<file path="config.mk">
export PLATFORM = sky130hd
export DESIGN_NAME = svc_rv_bench_mon
export DESIGN_NICKNAME = d
export VERILOG_FILES = /design/src/rtl/svc_rv_bench_mon.sv
export SDC_FILE = /design/constraint.sdc
export NUM_CORES = 1
export LEC_CHECK = 0
export ABC_AREA = 0
export CELL_PAD_IN_SITES_DETAIL_PLACEMENT = 0
export CELL_PAD_IN_SITES_GLOBAL_PLACEMENT = 1
export CORE_ASPECT_RATIO = 0.9
export CORE_MARGIN = 5
export CORE_UTILIZATION = 45
export DETAILED_ROUTE_END_ITERATION = 10
export HOLD_SLACK_MARGIN = 0.1
export PLACE_DENSITY = 0.75
export SLEW_MARGIN = 20
export SYNTH_ARGS = -nofsm -noshare
export SYNTH_HDL_FRONTEND = slang
export SYNTH_SLANG_ARGS = --single-unit
</file>
<file path="constraint.sdc">
create_clock -name clk -period 4 [get_ports clk]
set_clock_uncertainty 0.2 [all_clocks]
set_input_delay 0.8 -clock clk [delete_from_list [all_inputs] [get_ports clk]]
set_output_delay 0.8 -clock clk [all_outputs]
set_load 0.01 [all_outputs]
</file>
<file path="src/rtl/svc_rv_bench_mon.sv">
// Benchmark lifecycle monitor: MMIO start/stop/exit control, cycle/instret/event
// counters with tear-free LO/HI reads, and a sticky watchdog timeout.
module svc_rv_bench_mon #(
    parameter int NUM_EV          = 4,
    parameter int CNT_W           = 48,
    parameter int WATCHDOG_CYCLES = 100_000_000,
    parameter int WD_W            = 32
) (
    input  logic              clk,
    input  logic              rst_n,
    input  logic              retire,
    input  logic [NUM_EV-1:0] ev,
    input  logic              wr_en,
    input  logic [3:0]        wr_addr,
    input  logic [31:0]       wr_data,
    input  logic              rd_en,
    input  logic [3:0]        rd_addr,
    output logic              rd_valid,
    output logic [31:0]       rd_data,
    output logic              running,
    output logic              done,
    output logic              timeout,
    output logic [7:0]        exit_code
);

    typedef enum logic [1:0] {
        ST_IDLE,
        ST_RUN,
        ST_DONE,
        ST_TIMEOUT
    } state_t;

    localparam logic [3:0]      ADDR_CTRL = 4'd0;
    localparam logic [3:0]      ADDR_EXIT = 4'd1;
    localparam logic [WD_W-1:0] WD_LAST   = WD_W'(WATCHDOG_CYCLES - 1);
    localparam bit              WD_EN     = (WATCHDOG_CYCLES != 0);

    state_t            state, state_nxt;
    logic [WD_W-1:0]   wd_cnt;
    logic [CNT_W-1:0]  cycle_cnt;
    logic [CNT_W-1:0]  instret_cnt;
    logic [CNT_W-1:0]  ev_cnt [NUM_EV];

    logic [31:0]       snap_hi;
    logic [2:0]        snap_idx;
    logic              snap_valid;

    logic              active;
    logic              counting;
    logic              ctrl_wr, exit_wr;
    logic              do_start, do_stop, do_clear;
    logic              wd_fire;
    logic              is_idle;

    logic              sel_valid;
    logic [2:0]        sel_idx;
    logic [63:0]       sel_val;
    logic [31:0]       rd_data_nxt;

    logic              unused_wr_data;
    assign unused_wr_data = ^wr_data[31:8];

    // Writes only take effect while the run is still live (IDLE or RUN).
    assign active   = (state == ST_IDLE) || (state == ST_RUN);
    assign counting = (state == ST_RUN);
    assign ctrl_wr  = wr_en && active && (wr_addr == ADDR_CTRL);
    assign exit_wr  = wr_en && active && (wr_addr == ADDR_EXIT);
    assign do_start = ctrl_wr && wr_data[0];
    assign do_stop  = ctrl_wr && wr_data[1];
    assign do_clear = ctrl_wr && wr_data[2];
    assign wd_fire  = WD_EN && active && (wd_cnt == WD_LAST);

    assign is_idle  = (state == ST_IDLE);
    assign running  = (state == ST_RUN);
    assign done     = (state == ST_DONE);
    assign timeout  = (state == ST_TIMEOUT);

    // NOTE: sequential state uses non-blocking assignments so every flop samples
    // pre-edge values regardless of block ordering.
    always_ff @(posedge clk or negedge rst_n) begin
        if (!rst_n) state <= ST_IDLE;
        else        state <= state_nxt;
    end

    // NOTE: state_nxt is defaulted first so no path leaves it unassigned (no latch).
    always_comb begin
        state_nxt = state;
        unique case (state)
            ST_IDLE: begin
                if (exit_wr)                  state_nxt = ST_DONE;
                else if (wd_fire)             state_nxt = ST_TIMEOUT;
                else if (do_start && !do_stop) state_nxt = ST_RUN;
            end
            ST_RUN: begin
                if (exit_wr)      state_nxt = ST_DONE;
                else if (wd_fire) state_nxt = ST_TIMEOUT;
                else if (do_stop) state_nxt = ST_IDLE;
            end
            default: state_nxt = state;
        endcase
    end

    always_ff @(posedge clk or negedge rst_n) begin
        if (!rst_n)      wd_cnt <= '0;
        else if (active) wd_cnt <= wd_cnt + 1'b1;
    end

    always_ff @(posedge clk or negedge rst_n) begin
        if (!rst_n)       exit_code <= '0;
        else if (exit_wr) exit_code <= wr_data[7:0];
    end

    // Counting keys off the registered state, so the start cycle itself is not
    // counted while the stop cycle is.
    always_ff @(posedge clk or negedge rst_n) begin
        if (!rst_n) begin
            cycle_cnt   <= '0;
            instret_cnt <= '0;
        end else if (do_clear) begin
            cycle_cnt   <= '0;
            instret_cnt <= '0;
        end else if (counting) begin
            cycle_cnt   <= cycle_cnt + 1'b1;
            instret_cnt <= instret_cnt + CNT_W'(retire);
        end
    end

    // NOTE: the event counter array is architecturally visible state, so every
    // entry is reset rather than left as uninitialised storage.
    always_ff @(posedge clk or negedge rst_n) begin
        if (!rst_n) begin
            for (int i = 0; i < NUM_EV; i++) ev_cnt[i] <= '0;
        end else if (do_clear) begin
            for (int i = 0; i < NUM_EV; i++) ev_cnt[i] <= '0;
        end else if (counting) begin
            for (int i = 0; i < NUM_EV; i++) ev_cnt[i] <= ev_cnt[i] + CNT_W'(ev[i]);
        end
    end

    // Counter select: index 0 cycle, 1 instret, 2+i event i; value zero-extended to 64.
    always_comb begin
        sel_valid = 1'b0;
        sel_idx   = '0;
        sel_val   = '0;
        if (rd_addr[3:1] == 3'd1) begin
            sel_valid = 1'b1;
            sel_idx   = 3'd0;
            sel_val   = 64'(cycle_cnt);
        end else if (rd_addr[3:1] == 3'd2) begin
            sel_valid = 1'b1;
            sel_idx   = 3'd1;
            sel_val   = 64'(instret_cnt);
        end else begin
            for (int i = 0; i < NUM_EV; i++) begin
                if (rd_addr[3:1] == 3'(4 + i)) begin
                    sel_valid = 1'b1;
                    sel_idx   = 3'(2 + i);
                    sel_val   = 64'(ev_cnt[i]);
                end
            end
        end
    end

    always_comb begin
        rd_data_nxt = '0;
        if (rd_addr == ADDR_CTRL) begin
            rd_data_nxt = {28'b0, timeout, done, running, is_idle};
        end else if (rd_addr == ADDR_EXIT) begin
            rd_data_nxt = {24'b0, exit_code};
        end else if (sel_valid) begin
            if (!rd_addr[0])                            rd_data_nxt = sel_val[31:0];
            else if (snap_valid && snap_idx == sel_idx) rd_data_nxt = snap_hi;
            else                                        rd_data_nxt = sel_val[63:32];
        end
    end

    always_ff @(posedge clk or negedge rst_n) begin
        if (!rst_n) begin
            rd_valid   <= 1'b0;
            rd_data    <= '0;
            snap_hi    <= '0;
            snap_idx   <= '0;
            snap_valid <= 1'b0;
        end else begin
            rd_valid <= rd_en;
            if (rd_en) begin
                rd_data <= rd_data_nxt;
                if (sel_valid && !rd_addr[0]) begin
                    snap_hi    <= sel_val[63:32];
                    snap_idx   <= sel_idx;
                    snap_valid <= 1'b1;
                end
            end
        end
    end

endmodule

</file>
Word level (Yosys, flattened, before mapping). Index checks and enable logic that the tools add are counted.

Add/subtract/negate cells: 7. Multipliers: 0. Divide/modulo/power cells: 0. Magnitude comparators: 0. Equality and inequality tests: 15. Shift-type cells: 0. Muxes and demuxes: 36. Bitwise operators: 0. Reduce and logical (&&, ||, !) cells: 20.

Operators by type and width (count): 192-bit 2-to-1 mux (2); 64-bit 2-to-1 mux (5); 48-bit by 1-bit adder with 48-bit output (5); 48-bit 2-to-1 mux (5); 32-bit 2-to-1 mux (5); 48-bit by 1-bit adder with 48-bit output (second input constant) (1); 32-bit by 1-bit adder with 32-bit output (second input constant) (1); 32-bit by 27-bit == test with 1-bit output (second input constant) (1); 3-bit 2-to-1 mux (5); 2-bit 2-to-1 mux (7); 3-bit == test (second input constant) (4); 1-bit logical AND (10); 4-bit by 1-bit == test with 1-bit output (second input constant) (2); 4-bit zero test (2); 1-bit 2-to-1 mux (6); 2-bit == test (second input constant) (2); 4-bit by 1-bit != test with 1-bit output (second input constant) (1); 4-bit by 3-bit != test with 1-bit output (second input constant) (1); 2-bit one-hot mux with 2 select lines (1); 2-bit nonzero test (2); 3-bit by 1-bit == test with 1-bit output (second input constant) (1); 3-bit by 2-bit == test with 1-bit output (second input constant) (1); 3-bit == test (1); 3-bit AND reduction (1); 5 further kinds (6).

Register bits: 399. Bits in latches: 0. Memory bits (writable): 0. Memory bits (read-only): 0. Input port bits: 49. Output and inout port bits: 44. Word-level logic and storage cells: 92. Memories: 0.

Longest topological paths before layout. Gate-level depths: netlist of run 1.

Word-level depth: 14. Gate-level depth with buffers: 9.

Worst setup path before layout of run 1. Ideal clock, no wire load.

Path kind: input to register. Start point: in ev[3]. End point: reg ev_cnt[42] (netlist name). Setup time: 78 ps. Arrival time: 3072 ps. Required time: 3722 ps. Slack: 650 ps. Stages on the path: 8. Cells stage by stage: ha_1 ha_1 nand3b_1 or4_1 clkbuf_1 or4_1 or3_1 a21oi_1.

Cells in the longest elaborated chain, start to end: 3.

Ends and longest elaborated chain: start, declared (line 12) `input logic [NUM_EV-1:0] ev,`; 48-bit by 1-bit adder with 48-bit output (line 136) `for (int i = 0; i < NUM_EV; i++) ev_cnt[i] <= ev_cnt[i] + CNT_W'(ev[i]);`; 192-bit 2-to-1 mux (line 135) `end else if (counting) begin`; 192-bit 2-to-1 mux (line 133) `end else if (do_clear) begin`; end, declared (line 42) `logic [CNT_W-1:0] ev_cnt [NUM_EV];`.

Every way passes these cells. The select of a mux whose other input is x is not followed. A chain may end at the register's enable or synchronous reset.

Worst setup path after layout of run 1.
Start point: reg state[1]. End point: out running.

Cells in the longest elaborated chain, start to end: 1.

Ends and longest elaborated chain: start, declared (line 38) `state_t state, state_nxt;`; start signal, assigned (line 82) `else state <= state_nxt;`; 2-bit by 1-bit == test with 1-bit output (line 74) `assign running = (state == ST_RUN);`; end, declared (line 20) `output logic running,`.

Every way passes these cells.

==> results by group, run 1 <==
Detailed routing
  • Router iterations before antenna repair: 8
  • Iteration-0 DRC Markers: 2082
  • Via count: 19400
  • DR WL/cell: 24.0 um
  • Post-DRT Antenna Nets: 0
  • DR vias/cell: approximately 6.4
  • Final WL: between 70000 and 80000 um
  • DRC violations left: 0

Logic synthesis
  • Adder-cell area share of the yosys netlist: 0.00696
  • Asr flop ratio synth: 1.00
  • Simple-Gate Fraction of Synth Area: 0.247
  • Synth Area in XOR/XNOR: 0.0687
  • Synthesized area per cell: around 9.3 sq um
  • Largest family of logic cells by synthesized area: simple AND/OR/NAND/NOR gates
  • Post-synth top area share: 0.445
  • Synth Cell Area: about 22000 sq um
  • Synth Area in Compound Gates: 0.141
  • Number of enable flip-flop cells after synthesis: 0
  • Sequential-to-total area share from yosys stat: 0.445
  • Leading area contributor after synthesis: dfrtp_1
  • Most area-consuming cells after synthesis: dfrtp_1, xor2_1, a21oi_1, nor2_1, nand4_1
  • Post-synthesis mux area share: 0.0601
  • Synth unique cells: 67
  • Synth warn: 0
  • Synth Instances: about 2300
  • Top_reg_cell synth: dfrtp_1
  • Yosys reg bits: roughly 380
  • Synthesized Nets: ~2400

Setup path
  • Critical Path AT: between 2 and 2.5 ns
  • Maximum fanout along the worst path: 28
  • FF-to-FF path depth: 5
  • FF-to-FF Start: ev_cnt[105]
  • CP required: 3.00 ns
  • R2r setup slk: between 0.8 and 0.9 ns
  • Worst setup EP type: primary output
  • WS Path Type: flip-flop to primary output
  • R2r endpoint: ev_cnt[139]
  • Critical path startpoint category: flip-flop

Clocking
  • Number of buffers created by CTS: between 40 and 50
  • Clock Sinks: about 380
  • Resize count post-CTS: 0
  • TritonCTS clock tree: yes
  • CTS clock-pin slew for the worst setup and hold paths: roughly 0.060 ns
  • Clock insertion delay at the later pin of the skew report: ~0.59 ns
  • CTS root buf: clkbuf_16
  • CTS max path bufs: 3
  • Htree depth: 2

Timing
  • Setup_tns: 0 ns
  • Worst Tran Pin Value: ~0.94 ns
  • Rel. slew slack: 0.370
  • Final Hold Fails: 0
  • Max frequency: between 300 and 400 MHz
  • Final min period: around 3.3 ns
  • Fraction of the cycle the final worst path needs: 0.823
  • RSZ-0062 raised after global routing: no
  • Final setup vio count: 0
  • Final Max Slew Viols: 0

Flow run
  • Maximum capacitance violations: 0

Hold path
  • Hold endpoint: wd_cnt[22]
  • Hold_sp: wd_cnt[22]
  • Tightest Hold Check Type: flip-flop to flip-flop
  • Worst hold stages: 1

Final layout
  • Fill count: 4385
  • Share of cells above drive strength 1: 0.102
  • Sequential standard cell area: approximately 9600 sq um
  • Layout area overhead: 15.1%
  • Area occupied by multi-input gates: 11300 sq um
  • Finished Core Util: 0.521
  • Nets: between 2000 and 2500
  • Antenna cells: 0
  • Most common cell after layout, fill and taps aside: dfrtp_1
  • Most frequent cells in the layout: dfrtp_1, nor2_1, nand2_1

Floorplan
  • Row Count: 76
  • Die ar.: approximately 52000 sq um
  • Initial Utilization: 0.453
  • Die W: roughly 240 um
  • Io pins: a little over 90
  • Die height: about 220 um
  • CORE AREA: between 40000 and 50000 sq um

Placed design
  • IO Port Bufs: 68
  • GP Congestion: 0.946
  • DP HPWL: around 53000 um

Global routing
  • First-pass GRT wire length: 113000 um
  • Vias in the first global route: ~18000
  • GRT overflow: 0
  • GRT Total Usage: 0.276
  • Initial antenna violation count: 0
  • Largest net degree at the start of global routing: between 80 and 90

Power and ir drop
  • Leak: between 10 and 15 nW
  • Pwr Total: 0.0104 W
  • Worst VDD drop: between 0.0003 and 0.0004 V
  • Power Dens Cells: roughly 420 nW/um^2

Run status
  • Status: finished, final reports clean
registers in the layout, indices dropped and copies added, names as in the netlist:
signal	cells
ev_cnt	192
snap_idx	3
exit_code	8
wd_cnt	32
snap_valid	1
instret_cnt	48
state	2
rd_data	32
cycle_cnt	48
rd_valid	1
snap_hi	16
worst max-delay path: stages, from the launching register on:
cell and delay [ns]:
dfrtp_1 0.42, nand2b_1 0.17, inv_1 0.08, buf_4 0.39
clkdlybuf4s50_1 0.63
routing by layer:
layer / vias to the layer above / track usage / share of wire
met5: - / 0 / 0
met2: 742 / 0.401 / 0.43
met3: 110 / 0.0572 / 0.080
li1: 8794 / - / -
met4: 0 / 0.0807 / 0.032
met1: 9738 / 0.419 / 0.46
report_power, final:
| group | switching [W] | internal (W) | total (W) |
|---|---|---|---|
| Combinational | 0.000886 | 0.000658 | 0.00154 |
| Sequential | 0.000490 | 0.00423 | 0.00472 |
| Clock | 0.00174 | 0.00243 | 0.00416 |
worst max path at each step:
stage | startpoint | endpoint | slack, ns
floorplan | ev[3] | ev_cnt[42] | 0.65
global placement | ev[3] | ev_cnt[42] | 0.28
detailed placement | ev[3] | ev_cnt[42] | 0.27
CTS | state[1] | running | 0.69
global route | ev_cnt[105] | ev_cnt[139] | 0.52
finish | state[1] | running | 0.71
cells by family (layout without fill, tap and decap cells):
group,after synthesis,count (layout)
AOI/OAI and AO/OA,482,482
adders and majority gates,12,12
DFF,383,383
buffers and inverters,174,281
and+or+nand+nor,1002,1002
muxes,87,87
xor gates and xnor gates,169,169
stage by stage:
stage	area (sq um)	setup WS, ns	hold WS (ns)	std cells
after floorplan	21600	0.650	0.235	2309
after global placement	23300	0.278	0.251	2959
after detailed placement	23300	0.272	0.259	2959
after CTS	24800	0.692	0.273	3040
after global routing	24800	0.517	0.292	3040
final	24800	0.706	0.271	3040
cells in the mapped netlist, types with 51 or more instances:
master / instances
xnor2_1: 59
nand4_1: 115
o21ai_0: 85
clkbuf_1: 100
nor2_1: 218
o31ai_1: 83
a21oi_1: 182
or4_1: 88
or3_1: 51
xor2_1: 110
dfrtp_1: 383
nand3_1: 129
nand2_1: 189
final cells by class:
class | count | area share
Clock buffer | 65 | 0.0532
Clock inverter | 15 | 0.00651
Inverter | 48 | 0.00726
Multi-Input combinational cell | 1752 | 0.456
Sequential cell | 383 | 0.386
Tap cell | 624 | 0.0315
Timing Repair Buffer | 153 | 0.0590
repair_timing:
item,4_1_cts,5_1_grt
setup endpoints to repair,0,0
endpoints found under the hold margin,34,0
hold buffers,1,0
buffers inserted,0,0
No activity file was read; power rests on OpenSTA's default activity.
==> run 2: changes to the inputs <==
--- a/config.mk
+++ b/config.mk
@@ -10,7 +10,7 @@
 export CELL_PAD_IN_SITES_GLOBAL_PLACEMENT = 1
 export CORE_ASPECT_RATIO = 0.9
 export CORE_MARGIN = 5
-export CORE_UTILIZATION = 45
+export CORE_UTILIZATION = 43
 export DETAILED_ROUTE_END_ITERATION = 10
 export HOLD_SLACK_MARGIN = 0.1
 export PLACE_DENSITY = 0.75
==> constraint.sdc (replaced) <==
create_clock -name clk -period 2.77 [get_ports clk]
set_clock_uncertainty 0.2 [all_clocks]
set_input_delay 0.554 -clock clk [delete_from_list [all_inputs] [get_ports clk]]
set_output_delay 0.554 -clock clk [all_outputs]
set_load 0.01 [all_outputs]
==> results by group, run 2 (synthesis gave the netlist of run 1 again) <==
Placed design
  • DP HPWL: 58000 um (was 52900 um)
  • IO Port Bufs: 68 (unchanged)
  • GP Congestion: 0.977 (was 0.946)

Final layout
  • Biggest regs: ev_cnt: 192 flops, cycle_cnt: 48 flops, instret_cnt: 48 flops (unchanged)
  • Number of flip-flops in the largest register: 192 (unchanged)
  • Share of cells above drive strength 1: 0.174 (was 0.102)
  • Layout area overhead: 23.7% (was 15.1%)
  • Most frequent cells in the layout: dfrtp_1, buf_4, nor2_1 (was dfrtp_1, nor2_1, nand2_1)
  • Nets: 2644 (was 2443)
  • Finished Core Util: 0.541 (was 0.521)
  • Antenna cells: 0 (unchanged)
  • Fill count: 4544 (was 4385)
  • Most common cell after layout, fill and taps aside: dfrtp_1 (unchanged)
  • Most flop-heavy register: ev_cnt (unchanged)

Clocking
  • CTS max path bufs: 3 (unchanged)
  • Number of buffers created by CTS: 45 (was 44)
  • CTS clock-pin slew for the worst setup and hold paths: 0.06 ns (about the same)
  • Htree depth: 2 (unchanged)
  • TritonCTS clock tree: yes (unchanged)
  • Clock insertion delay at the later pin of the skew report: 0.59 ns (about the same)
  • Clock Sinks: 383 (unchanged)
  • CTS root buf: clkbuf_16 (unchanged)

Floorplan
  • Initial Utilization: 0.437 (was 0.453)
  • Io pins: 93 (unchanged)
  • Die height: 222 um (was 218 um)
  • CORE AREA: 49300 sq um (was 47600 sq um)
  • Die ar.: 54700 sq um (was 52400 sq um)
  • Row Count: 77 (was 76)
  • Die W: 246 um (was 241 um)

Setup path
  • Top delay family on crit path: simple AND/OR/NAND/NOR gates (was buffers and inverters)
  • Worst setup EP type: flip-flop (was primary output)
  • Cell-by-cell trace of the critical path: ha_1 > nand3_1 > nor4_2 > buf_4 > nand4_1 > buf_4 > or4_1 > a21oi_1 (was nand2b_1 > inv_1 > buf_4 > clkdlybuf4s50_1)
  • Maximum fanout along the worst path: 7 (was 28)
  • WS Path Type: flip-flop to flip-flop (was flip-flop to primary output)
  • Critical path's slowest cell: or4_1 (was clkdlybuf4s50_1)
  • CP required: 3.08 ns (was 3.00 ns)
  • Critical Path AT: 3.00 ns (was 2.29 ns)
  • Critical path startpoint category: flip-flop (unchanged)
  • Max stage delay on crit path: 0.47 ns (was 0.63 ns)
  • WP buf/inv: 2 (was 3)
  • Most common cell on crit path: buf_4

Timing
  • Final setup vio count: 0 (unchanged)
  • Max frequency: ~370 MHz
  • Worst Tran Pin Value: 0.730 ns (was 0.936 ns)
  • Final min period: approximately 2.7 ns
  • Fraction of the cycle the final worst path needs: 0.972
  • Setup_tns: 0 ns (unchanged)
  • Final Max Slew Viols: 0 (unchanged)
  • Rel. slew slack: 0.513 (was 0.370)
  • Final Hold Fails: 0 (unchanged)

Power and ir drop
  • Leak: 11.1 nW (was 10.0 nW)
  • Power Dens Cells: 577 nW/um^2 (was 420 nW/um^2)
  • Worst VDD drop: 0.000553 V (was 0.000395 V)

Detailed routing
  • DR vias/cell: 6.21 (was 6.38)
  • Met2 wire len: 33000 um (was 31300 um)
  • Post-DRT Antenna Nets: 0 (unchanged)
  • Met3 routed WL: 6670 um (was 5840 um)
  • Top routing layer used: met4 (unchanged)
  • Via count: 20400 (was 19400)
  • DR WL/cell: 23.5 um (was 24.0 um)
  • Iteration-0 DRC Markers: 2082 (unchanged)
  • Router iterations before antenna repair: 6 (was 8)
  • WL met1: 35000 um (was 33300 um)
  • DRC violations left: 0 (unchanged)
  • Final WL: 77300 um (was 72900 um)

Run status
  • Status: finished, final reports clean (unchanged)

Hold path
  • Tightest Hold Check Type: input port to flip-flop (was flip-flop to flip-flop)

Global routing
  • Vias in the first global route: 19500 (was 18200)
  • GRT Total Usage: 0.278 (was 0.276)
  • First-pass GRT wire length: 119000 um (was 113000 um)
  • Largest net degree at the start of global routing: 59 (was 84)
  • GRT overflow: 0 (unchanged)
  • Initial antenna violation count: 2 (was 0)

Flow run
  • Maximum capacitance violations: 0 (unchanged)
run 2: cell types whose count changed in the layout (fill, tap and decap cells not counted), sizes merged:
cell           previous run  this run
clkbuf                   65        70
buf                      88       288
clkinv                   10         4
clkdlybuf4s50            64        62
bufinv                    2         1
dlygate4sd2               0         1
dlymetal6s2s              0         1
run 2: repair_timing:
| item | CTS | global route |
|---|---|---|
| endpoints found under the setup margin | 1 | 32 |
| endpoints found under the hold margin | 45 | 0 |
| buffers inserted | 1 | 1 |
| hold buffers | 1 | 0 |
| gates resized for setup | 6 | 10 |
| pin swaps | 0 | 1 |
run 2: routing by layer:
metal,vias to the layer above,global-route usage
li1,9201,-
met1,10300,0.423
met2,817,0.399
met3,115,0.0546
met4,0,0.0921
met5,-,0
run 2: where the power goes:
| part | internal, W | switching [W] | leakage [nW] | total [W] |
|---|---|---|---|---|
| Combinational | 0.00116 | 0.00140 | 5.21 | 0.00256 |
| Clock | 0.00351 | 0.00252 | 0.725 | 0.00603 |
| Sequential | 0.00611 | 0.000695 | 5.13 | 0.00681 |
run 2: final cells by class:
| class | instances | area [sq um] | area share |
|---|---|---|---|
| flip-flops and latches | 383 | 9590 | 0.359 |
| repair buffers | 353 | 3200 | 0.120 |
| inverters | 48 | 183 | 0.00685 |
| well taps | 671 | 840 | 0.0315 |
| multi-input cells | 1752 | 11400 | 0.427 |
| clock inverters | 8 | 90.1 | 0.00338 |
| clock buffers | 70 | 1380 | 0.0517 |
run 2: metrics by stage:
stage | std cells | power (W) | worst slack (ns) | hold WS [ns] | area (sq um)
floorplan | 2309 | 0.00801 | -0.0551 | 0.0584 | 21600
global placement | 3204 | 0.00931 | -0.467 | 0.258 | 25100
detailed placement | 3204 | 0.00939 | -0.489 | 0.257 | 25100
CTS | 3284 | 0.0155 | 0.0116 | 0.116 | 26600
global route | 3285 | 0.0160 | -0.0491 | 0.176 | 26700
finish | 3285 | 0.0154 | 0.0772 | 0.133 | 26700
run 2: worst paths after layout:
| path | from | end | slack [ns] | depth (start not counted) |
|---|---|---|---|---|
| setup reg to reg | cycle_cnt[1] | cycle_cnt[46] | 0.08 | 8 |
| min in group asynchronous | rst_n | ev_cnt[190] | 0.33 | 2 |
| hold / removal | rd_addr[1] | snap_idx[0] | 0.13 | 3 |
| max in group asynchronous | rst_n | ev_cnt[143] | 1.24 | 3 |
| setup / recovery | cycle_cnt[1] | cycle_cnt[46] | 0.08 | 8 |
| hold reg to reg | wd_cnt[26] | wd_cnt[26] | 0.27 | 1 |
run 2: tightest hold or removal path, delay by kind of cell:
| kind | cells | cell delay [ns] |
|---|---|---|
| buffers and inverters | 1 | 0.14 |
| AND/OR/NAND/NOR | 1 | 0.10 |
| AO/OA/AOI/OAI | 1 | 0.10 |
